===== config.mk =====
export PLATFORM = sky130hd
export DESIGN_NAME = hilo_mult_unit
export DESIGN_NICKNAME = d
export VERILOG_FILES = /design/src/rtl/hilo_mult_unit.sv
export SDC_FILE = /design/constraint.sdc
export NUM_CORES = 1
export LEC_CHECK = 0
export CAP_MARGIN = 20
export CORE_ASPECT_RATIO = 1.75
export CORE_MARGIN = 1.5
export CORE_UTILIZATION = 35
export DETAILED_ROUTE_END_ITERATION = 12
export HOLD_SLACK_MARGIN = 0.15
export SYNTH_ARGS = -nofsm -noshare
export SYNTH_HDL_FRONTEND = slang
export SYNTH_SLANG_ARGS = --single-unit
export TNS_END_PERCENT = 10

===== constraint.sdc =====
create_clock -name CLK -period 4 [get_ports CLK]
set_input_delay 0.8 -clock CLK [delete_from_list [all_inputs] [get_ports CLK]]
set_output_delay 0.8 -clock CLK [all_outputs]
set_load 0.01 [all_outputs]

===== src/rtl/hilo_mult_unit.sv =====
// rtl/hilo_mult_unit.sv - sequential radix-2 multiplier with architectural HI/LO pair
//
// Purpose: computes 32x32 signed (MULT) / unsigned (MULTU) products one partial
// product per clock and services MTHI/MTLO writes. HI/LO feed write-back.
// Ports:
//   CLK         system clock, rising edge
//   RST         synchronous active-high reset
//   START       request strobe, sampled only in IDLE
//   OP[1:0]     00 MULT, 01 MULTU, 10 MTHI, 11 MTLO
//   OP_A, OP_B  multiplicand / multiplier (OP_A is write data for MTHI/MTLO)
//   BUSY        multiply in progress (RUN and FIX)
//   DONE        one-cycle completion pulse (FIN)
//   HI, LO      architectural result registers
module hilo_mult_unit #(
   parameter int DATA_W = 32,
   parameter int CNT_W  = 6
) (
   input  logic              CLK,
   input  logic              RST,
   input  logic              START,
   input  logic [1:0]        OP,
   input  logic [DATA_W-1:0] OP_A,
   input  logic [DATA_W-1:0] OP_B,
   output logic              BUSY,
   output logic              DONE,
   output logic [DATA_W-1:0] HI,
   output logic [DATA_W-1:0] LO
);

   typedef enum logic [1:0] {S_IDLE, S_RUN, S_FIX, S_FIN} state_t;

   localparam logic [1:0]       OP_MULT   = 2'b00;
   localparam logic [1:0]       OP_MTHI   = 2'b10;
   localparam logic [CNT_W-1:0] LAST_ITER = CNT_W'(DATA_W - 1);

   state_t              state, state_nxt;
   logic [2*DATA_W:0]   acc;        // {carry, upper half, multiplier/low half}
   logic [DATA_W-1:0]   mcnd;
   logic                neg;
   logic [CNT_W-1:0]    cnt;

   logic                is_mul;
   logic                a_neg, b_neg;
   logic [DATA_W-1:0]   a_mag, b_mag;
   logic [DATA_W:0]     add_sum;
   logic [DATA_W:0]     acc_upper;
   logic [2*DATA_W:0]   acc_shift;
   logic [2*DATA_W-1:0] result;

   // Operands are reduced to unsigned magnitudes; the sign is reapplied in FIX.
   // Negating 0x80000000 wraps back to 0x80000000, which is the correct magnitude.
   always_comb begin
      is_mul    = ~OP[1];
      a_neg     = (OP == OP_MULT) & OP_A[DATA_W-1];
      b_neg     = (OP == OP_MULT) & OP_B[DATA_W-1];
      a_mag     = a_neg ? (~OP_A + DATA_W'(1)) : OP_A;
      b_mag     = b_neg ? (~OP_B + DATA_W'(1)) : OP_B;
      add_sum   = {1'b0, acc[2*DATA_W-1:DATA_W]} + {1'b0, mcnd};
      acc_upper = acc[0] ? add_sum : acc[2*DATA_W:DATA_W];
      acc_shift = {1'b0, acc_upper, acc[DATA_W-1:1]};
      result    = neg ? (~acc[2*DATA_W-1:0] + (2*DATA_W)'(1)) : acc[2*DATA_W-1:0];
   end

   always_comb begin
      state_nxt = state;
      BUSY      = 1'b0;
      DONE      = 1'b0;
      case (state)
         S_IDLE: if (START) state_nxt = is_mul ? S_RUN : S_FIN;
         S_RUN: begin
            BUSY = 1'b1;
            if (cnt == LAST_ITER) state_nxt = S_FIX;
         end
         S_FIX: begin
            BUSY      = 1'b1;
            state_nxt = S_FIN;
         end
         S_FIN: begin
            DONE      = 1'b1;
            state_nxt = S_IDLE;
         end
         default: state_nxt = S_IDLE;
      endcase
   end

   always_ff @(posedge CLK) begin
      if (RST) begin
         state <= S_IDLE;
         acc   <= '0;
         mcnd  <= '0;
         neg   <= 1'b0;
         cnt   <= '0;
         HI    <= '0;
         LO    <= '0;
      end else begin
         state <= state_nxt;
         case (state)
            S_IDLE: begin
               if (START) begin
                  if (is_mul) begin
                     mcnd <= a_mag;
                     neg  <= a_neg ^ b_neg;
                     acc  <= {{(DATA_W+1){1'b0}}, b_mag};
                     cnt  <= '0;
                  end else if (OP == OP_MTHI) begin
                     HI <= OP_A;
                  end else begin
                     LO <= OP_A;
                  end
               end
            end
            S_RUN: begin
               acc <= acc_shift;
               cnt <= cnt + CNT_W'(1);
            end
            S_FIX: begin
               HI <= result[2*DATA_W-1:DATA_W];
               LO <= result[DATA_W-1:0];
            end
            default: ;
         endcase
      end
   end

endmodule


==> reports/metrics.yaml, run 1 <==
rrSetupSlack_ns: 0.81
yosysTopAreaCell: "dfxtp_1"
p_leak_nw: 5.091
drc: 0
postCtsSetupBuffers: 0
grt_use_total_pct: 29.68
vias: 13310
setup_viol: 0
clkTransAtPathRegs_ns: 0.08
yosys.area.top_type_share_pct: 28.06
chipHeight_um: 248.6
first_global_vias: 12790
syn_to_final_growth_pct: 20.58
grt-ovfl-total: 0
grt_use_met2_pct: 54.01
required_ns: 4.37
place.detailed.hpwl_um: 41210
r2r.worst_path.cells: 6
antenna_found_initial: 0
dpl_worst_slack_ns: 0.3623
p_per_area_nw_per_um2: 522.1
rsz0062_at_grt: "no"
io_buffers: 134
clockBufferDepth: 2
synth_fp_nets: 1703
min_period_over_period_pct: 79.66
setup_ws_ns: 0.8137
drt_wl_total_um: 52750
maxSlewHeadroom_pct: 29.53
yosys_register_bits: 169
cts.sink_count: 169
routedWlPerCell_um: 24.49
firstDrtPassIters: 6
yosys.cell_types.count: 79
synthTopCellsByArea: "dfxtp_1, a21oi_1, nor2_1, xor2_1, o21ai_0"
grt-busiest-layer: "met2"
layout.nets: 1796
setup.worst_path.end_class: "flip-flop"
dieWidth_um: 143.3
tritoncts: "yes"
slew_violations: 0
initial_core_util_pct: 35.62
skew_ns: 0.01110
reg2reg_to: "HI[31]"
dieArea_um2: 35620
gp_congestion: 0.9711
status: "finished, final reports clean"
rows: 89
r2r-start: "acc[26]"
numCtsBuffers: 17
grt_first_pass_wirelength_um: 78280
tightest_slew_ns: 1.051
drv_cap: 0
fin_crit_ns: 3.186
critPathLaunch: "OP_B[15]"
antennaDiodeCount: 0
start_kind: "primary input"
syn-mean-instance-area_um2: 7.570
seq_area_frac_synth_pct: 28.06
grt_max_degree: 66
ir_drop_mv: 0.3678
grt_util_met1_pct: 28.67
final.setup.tns_ns: 0
max_freq_mhz: 313.8
drtIter0Drc: 1097
cts_root_buffer: "clkbuf_16"
cts_resized: 0
yosys-top-cells-count: "dfxtp_1, nor2_1, nand2_1"
fin_area_um2: 14540
postPlaceCellArea_um2: 13950
met3_usage_pct: 4.410
yosysMostFrequentCell: "dfxtp_1"
netlist_instances: 1593
layout-drive-gt1-share_pct: 6.357
cts-hold-fix-buffers: 0
critical_path_class: "in -> reg"
synth_edf_count: 0
netlist_area_um2: 12060
hold_class: "reg -> reg"
crit_end: "acc[31]"
coreArea_um2: 33850
postRouteAntennaNets: 0
async_flop_share_pct: 0
hold-path-cell-count: 2
h-tree-depth: 4
arrival_ns: 3.56
io_pins: 135
hold_viol: 0
synth_flop_cell: "dfxtp_1"
yosys_warnings: 0
insertion_delay_ns: 0.47
vias_per_cell: 6.178
crit_fanout: 5
==> area by class of cell <==
| type | instances | area, um^2 |
|---|---|---|
| Multi-Input combinational cell | 1279 | 8147 |
| Sequential cell | 169 | 3385 |
| Tap cell | 455 | 569.3 |
| Inverter | 35 | 131.4 |
| Timing Repair Buffer | 184 | 1727 |
| Clock buffer | 17 | 425.4 |
| Fill cell | 3520 | 19310 |
| Clock inverter | 15 | 157.7 |
==> critical path, stage by stage <==
cell and delay (ns):
clkdlybuf4s50_1 0.45, or4_1 0.57, or4_1 0.51, nor3_2 0.35, nand2_1 0.11, or4_1 0.51, a311oi_1 0.25
==> kinds of logic after synthesis <==
family,count (synthesis),share of synthesized area [%]
AND/OR/NAND/NOR,571,23.30
AO/OA/AOI/OAI,544,30.67
flip-flops,169,28.06
buffers and inverters,145,4.586
XOR/XNOR,111,8.062
adder cells (fa/ha/maj),41,4.316
multiplexers,12,1.006
==> layout by cell type (no fill, tap or decap), types with 12 or more instances in the layout <==
master,count
a22oi_1,18
and3_1,15
nand2_1,129
or3_1,35
or4_1,19
o21a_1,14
nor3_1,55
a21o_1,12
a211o_1,14
o211ai_1,14
dfxtp_1,168
nand4_1,27
inv_1,32
a221oi_1,16
o21ai_0,99
clkbuf_16,17
o41ai_1,26
nor2_1,164
a31oi_1,20
buf_4,49
xor2_1,64
o31ai_1,33
nand3_1,43
clkdlybuf4s50_1,133
nor4_1,17
a21oi_1,123
ha_1,39
a211oi_1,56
xnor2_1,47
==> stage by stage <==
| stage | hold slack [ns] | util [%] | total power [mW] | instances |
|---|---|---|---|---|
| final | 0.4529 | 42.96 | 7.593 | 2154 |
| after global routing | 0.4742 | 42.96 | 7.953 | 2154 |
| after CTS | 0.4569 | 42.93 | 7.553 | 2153 |
| after detailed placement | 0.4464 | 41.21 | 5.878 | 2121 |
| after global placement | 0.4435 | 41.21 | 5.862 | 2121 |
| after floorplan | 0.4400 | - | 4.325 | 1593 |
==> per-layer routing <==
| metal | up-vias | routed length, um |
|---|---|---|
| met1 | 6338 | 17420 |
| li1 | 6200 | - |
| met4 | 0 | 5099 |
| met5 | - | 0 |
| met2 | 571 | 27730 |
| met3 | 198 | 2493 |
==> flip-flops by register name (all words and copies together), names as in the netlist <==
signal	cells
state	2
acc	64
LO	32
neg	1
HI	32
mcnd	32
cnt	6
==> worst min-delay path by stage <==
stage,startpoint,end,slack [ns]
after floorplan,mcnd[0],mcnd[0],0.44
after global placement,LO[29],LO[29],0.44
after detailed placement,LO[29],LO[29],0.45
after CTS,LO[29],LO[29],0.46
after global routing,LO[17],LO[17],0.47
final,LO[19],LO[19],0.45
==> power breakdown <==
part	switching [mW]	total [mW]	leakage, nW	internal, mW
Clock	0.851	1.68	0.280	0.832
Combinational	2.24	3.48	3.43	1.23
Sequential	0.410	2.43	1.38	2.02
Total	3.50	7.59	5.09	4.09
Note: power is estimated with default switching activity, not from simulation.
==> run 2: changes to the inputs <==
clock period = 3.34 ns   (was 4 ns; I/O delays follow)
==> reports/metrics.yaml, run 2 (synthesized netlist as in run 1, its figures left out) <==
setup_viol: 0  # unchanged
gp_congestion: 0.9680  # was 0.9711
max_stage_delay_ns: 0.74  # was 0.57 ns
r2r.worst_path.cells: 6  # unchanged
crit_fanout: 7  # was 5
clockBufferDepth: 2  # unchanged
clkTransAtPathRegs_ns: 0.07  # was 0.08 ns
final.setup.tns_ns: 0  # unchanged
hold_class: "reg -> reg"  # unchanged
numCtsBuffers: 17  # unchanged
rows: 89  # unchanged
setup_ws_ns: 0.3424  # was 0.8137 ns
vias_per_cell: 6.168  # was 6.178
cts_root_buffer: "clkbuf_16"  # unchanged
hold_slack_ns: 0.4548  # was 0.4529 ns
p_leak_nw: 5.410  # was 5.091 nW
max_freq_mhz: 333.6
first_global_vias: 13540  # was 12790
tightest_slew_ns: 1.054  # was 1.051 ns
drv_cap: 0  # unchanged
layout-drive-gt1-share_pct: 9.494  # was 6.357%
largest_reg_flops: 64  # unchanged
top_register: "acc"  # unchanged
dp_cells: 2182  # was 2121
syn_to_final_growth_pct: 24.64  # was 20.58%
fillers: 3495  # was 3520
firstDrtPassIters: 6  # unchanged
power_mw: 9.365  # was 7.593 mW
initial_core_util_pct: 35.62  # unchanged
start_kind: "flip-flop"  # was primary input
p_per_area_nw_per_um2: 623.1  # was 522.1 nW/um^2
fin_crit_ns: 2.998
grt_use_total_pct: 30.21  # was 29.68%
grt-ovfl-total: 0  # unchanged
slew_violations: 0  # unchanged
fin_util_pct: 44.40  # was 42.96%
required_ns: 3.64  # was 4.37 ns
fin_area_um2: 15030  # was 14540 um^2
maxSlewHeadroom_pct: 29.19  # was 29.53%
drt_wl_total_um: 53790  # was 52750 um
ir_drop_mv: 0.4052  # was 0.3678 mV
multiInputGateArea_um2: 8147  # unchanged
cts_resized: 0  # unchanged
rsz0062_at_grt: "no"  # unchanged
insertion_delay_ns: 0.46  # was 0.47 ns
h-tree-depth: 4  # unchanged
dieWidth_um: 143.3  # unchanged
slowest_stage: "nor4_1"  # was or4_1
place.detailed.hpwl_um: 41660  # was 41210 um
tritoncts: "yes"  # unchanged
setup.worst_path.end_class: "flip-flop"  # unchanged
min_period_over_period_pct: 89.75
routedWlPerCell_um: 24.29  # was 24.49 um
status: "finished, final reports clean"  # unchanged
layoutNonFillerInstCount: 2214  # was 2154
postCtsSetupBuffers: 0  # unchanged
dpl_worst_slack_ns: 0.006447  # was 0.3623 ns
final_cell_mix: "dfxtp_1, nor2_1, clkdlybuf4s50_1, nand2_1, a21oi_1"  # unchanged
cts.sink_count: 169  # unchanged
grt_max_degree: 85  # was 66
coreArea_um2: 33850  # unchanged
drtIter0Drc: 1176  # was 1097
final_common_cell: "dfxtp_1"  # unchanged
critical_path_class: "reg -> reg"  # was in -> reg
hold_viol: 0  # unchanged
cts-hold-fix-buffers: 0  # unchanged
io_pins: 135  # unchanged
layout.nets: 1856  # was 1796
crit_chain: "nor4_1 -> and3_1 -> nand3_1 -> o41ai_1 -> xor2_1 -> a221oi_1"  # was clkdlybuf4s50_1 -> or4_1 -> or4_1 -> nor3_2 -> nand2_1 -> or4_1 -> a311oi_1
cp.depth: 6  # was 7
hold-path-cell-count: 2  # unchanged
antennaDiodeCount: 0  # unchanged
drc: 0  # unchanged
chipHeight_um: 248.6  # unchanged
grt_first_pass_wirelength_um: 80370  # was 78280 um
dieArea_um2: 35620  # unchanged
cpLargestDelayFamily: "simple AND/OR/NAND/NOR gates"  # unchanged
postRouteAntennaNets: 0  # unchanged
vias: 13660  # was 13310
arrival_ns: 3.30  # was 3.56 ns
skew_ns: 0.01362  # was 0.01110 ns
antenna_found_initial: 0  # unchanged
io_buffers: 134  # unchanged
crit_buf_inv: 0  # was 1
seq_area_um2: 3385  # unchanged
postPlaceCellArea_um2: 14450  # was 13950 um^2
## run 2: layout make-up
cell class              count  area share [%]
inverters                  35          0.8741
clock inverters            14           1.032
flip-flops and latches    169           22.52
clock buffers              18           2.855
well taps                 455           3.788
repair buffers            244           14.73
multi-input cells        1279           54.20
## run 2: per-layer routing
layer | GRT usage [%] | part of all wire [%] | up-vias | wire length [um]
met5 | 0 | 0 | - | 0
met4 | 27.93 | 11 | 0 | 5822
met3 | 4.987 | 5.4 | 245 | 2908
met2 | 53.75 | 51 | 622 | 27400
met1 | 28.96 | 33 | 6480 | 17660
li1 | - | - | 6309 | -
## run 2: final timing paths
kind,from,end,slack [ns]
max,acc[20],HI[27],0.34
min,LO[19],LO[19],0.45
max reg2reg,acc[20],HI[27],0.34
min reg2reg,LO[19],LO[19],0.45
## run 2: power breakdown
| part | leakage [nW] | switching [mW] | internal, mW |
|---|---|---|---|
| logic | 3.75 | 2.81 | 1.62 |
| registers | 1.38 | 0.448 | 2.42 |
| clock network | 0.282 | 1.00 | 1.06 |
| total | 5.41 | 4.26 | 5.10 |
## run 2: tightest hold or removal path: stages (launching register included)
cell,delay [ns]
dfxtp_1,0.31
nand2_1,0.05
a21oi_1,0.05
==> run 3: changes to the inputs <==
CORE_MARGIN = not set   (was 1.5)
==> reports/metrics.yaml, run 3 (synthesized netlist as in run 1, its figures left out) <==
setup_viol: 0  # unchanged
min_period_over_period_pct: 90.44  # was 89.75%
status: "finished, final reports clean"  # unchanged
rrSetupSlack_ns: 0.32  # was 0.34 ns
cts_root_buffer: "clkbuf_16"  # unchanged
drc: 0  # unchanged
layout.nets: 1873  # was 1856
firstDrtPassIters: 7  # was 6
top_register: "acc"  # unchanged
ir_drop_mv: 0.3771  # was 0.4052 mV
drv_cap: 0  # unchanged
rsz0062_at_grt: "no"  # unchanged
final_common_cell: "dfxtp_1"  # unchanged
slowest_stage: "or4_1"  # was nor4_1
tritoncts: "yes"  # unchanged
slew_violations: 0  # unchanged
max_freq_mhz: 331.1  # was 333.6 MHz
final_cell_mix: "dfxtp_1, nor2_1, clkdlybuf4s50_1, nand2_1, buf_4"  # was dfxtp_1, nor2_1, clkdlybuf4s50_1, nand2_1, a21oi_1
start_kind: "flip-flop"  # unchanged
cpLargestDelayFamily: "simple AND/OR/NAND/NOR gates"  # unchanged
grt_first_pass_wirelength_um: 79420  # was 80370 um
clkTransAtPathRegs_ns: 0.08  # was 0.07 ns
drt_wl_total_um: 53810  # was 53790 um
cts.sink_count: 169  # unchanged
grt_max_degree: 66  # was 85
largest_reg_flops: 64  # unchanged
chipHeight_um: 247.6  # was 248.6 um
antenna_found_initial: 1  # was 0
hold_slack_ns: 0.4568  # was 0.4548 ns
clockBufferDepth: 2  # unchanged
postCtsSetupBuffers: 0  # unchanged
critical_path_class: "reg -> reg"  # unchanged
setup.worst_path.end_class: "flip-flop"  # unchanged
routedWlPerCell_um: 24.11  # was 24.29 um
p_leak_nw: 5.500  # was 5.410 nW
critPathLaunch: "acc[7]"  # was acc[20]
crit_fanout: 8  # was 7
drtIter0Drc: 1027  # was 1176
fin_util_pct: 44.84  # was 44.40%
crit_top_cell: "or4_1"
skew_ns: 0.01318  # was 0.01362 ns
crit_buf_inv: 0  # unchanged
r2r-start: "acc[7]"  # was acc[20]
fillers: 3485  # was 3495
required_ns: 3.73  # was 3.64 ns
vias: 13620  # was 13660
r2r.worst_path.cells: 6  # unchanged
fin_crit_ns: 3.021  # was 2.998 ns
arrival_ns: 3.41  # was 3.30 ns
layoutNonFillerInstCount: 2232  # was 2214
initial_core_util_pct: 35.62  # unchanged
reg2reg_to: "HI[12]"  # was HI[27]
rows: 89  # unchanged
postRouteAntennaNets: 0  # unchanged
place.detailed.hpwl_um: 42210  # was 41660 um
coreArea_um2: 33850  # unchanged
dp_cells: 2199  # was 2182
crit_end: "HI[12]"  # was HI[27]
cp.depth: 6  # unchanged
tightest_slew_ns: 1.186  # was 1.054 ns
crit_chain: "or4_1 -> or4_1 -> nor4_1 -> a31oi_1 -> o32a_1 -> a211oi_1"  # was nor4_1 -> and3_1 -> nand3_1 -> o41ai_1 -> xor2_1 -> a221oi_1
io_buffers: 134  # unchanged
hold_class: "reg -> reg"  # unchanged
first_global_vias: 13200  # was 13540
syn_to_final_growth_pct: 25.88  # was 24.64%
layout-drive-gt1-share_pct: 10.47  # was 9.494%
setup_ws_ns: 0.3194  # was 0.3424 ns
dieArea_um2: 35230  # was 35620 um^2
hold_viol: 0  # unchanged
numCtsBuffers: 17  # unchanged
grt_use_total_pct: 30.67  # was 30.21%
cts_resized: 0  # unchanged
gp_congestion: 0.9575  # was 0.9680
dpl_worst_slack_ns: -0.01272  # was 0.006447 ns
h-tree-depth: 4  # unchanged
cts-hold-fix-buffers: 0  # unchanged
vias_per_cell: 6.103  # was 6.168
io_pins: 135  # unchanged
insertion_delay_ns: 0.46  # about the same
maxSlewHeadroom_pct: 20.34  # was 29.19%
max_stage_delay_ns: 0.69  # was 0.74 ns
grt-ovfl-total: 0  # unchanged
p_per_area_nw_per_um2: 618.0  # was 623.1 nW/um^2
dieWidth_um: 142.3  # was 143.3 um
==> run 3: cell types whose count changed in the layout (fill, tap and decap cells not counted), sizes merged <==
| cell | change |
|---|---|
| clkbuf | -1 |
| clkinv | +2 |
| diode | +1 |
| buf | +17 |
| bufinv | -1 |
==> run 3: final cells by class <==
cell class | instances | area (um^2) | share of cell area (%)
sequential | 169 | 3385 | 22.30
multi-input combinational | 1279 | 8148 | 53.68
clock inverter | 15 | 176.4 | 1.162
clock buffer | 17 | 425.4 | 2.802
tap | 455 | 569.3 | 3.750
timing repair buffer | 261 | 2342 | 15.43
inverter | 35 | 131.4 | 0.8655
antenna | 1 | 2.502 | 0.01649
==> run 3: worst min path at each step <==
stage | startpoint | to | slack [ns] | cells after the start
final | LO[24] | LO[24] | 0.46 | 2
after CTS | LO[10] | LO[10] | 0.46 | 2
after floorplan | mcnd[0] | mcnd[0] | 0.44 | 2
after global routing | LO[19] | LO[19] | 0.48 | 2
after detailed placement | LO[10] | LO[10] | 0.45 | 2
after global placement | LO[10] | LO[10] | 0.45 | 2
==> run 3: per-layer routing <==
layer	share of wire, %	GRT usage [%]
met3	4.7	4.148
met1	34	29.34
met4	10	28.65
met5	0	0
met2	51	56.14
==> run 3: worst min-delay path, stage by stage (launching register included) <==
cell and delay [ns]:
dfxtp_1 0.32, nand2_1 0.05, a21oi_1 0.05
==> run 3: where the power goes <==
part	total [mW]	switching (mW)	internal [mW]
registers	2.84	0.421	2.42
clock network	2.06	1.04	1.01
logic	4.48	2.83	1.65
total	9.38	4.29	5.09
==> run 3: per-stage QoR <==
step | area, um^2 | power [mW] | setup TNS (ns)
after floorplan | 12060 | 5.180 | 0
after global placement | 14580 | 7.245 | 0
after detailed placement | 14580 | 7.274 | -0.01272
after CTS | 15180 | 9.333 | 0
after global routing | 15180 | 9.814 | 0
final | 15180 | 9.381 | 0
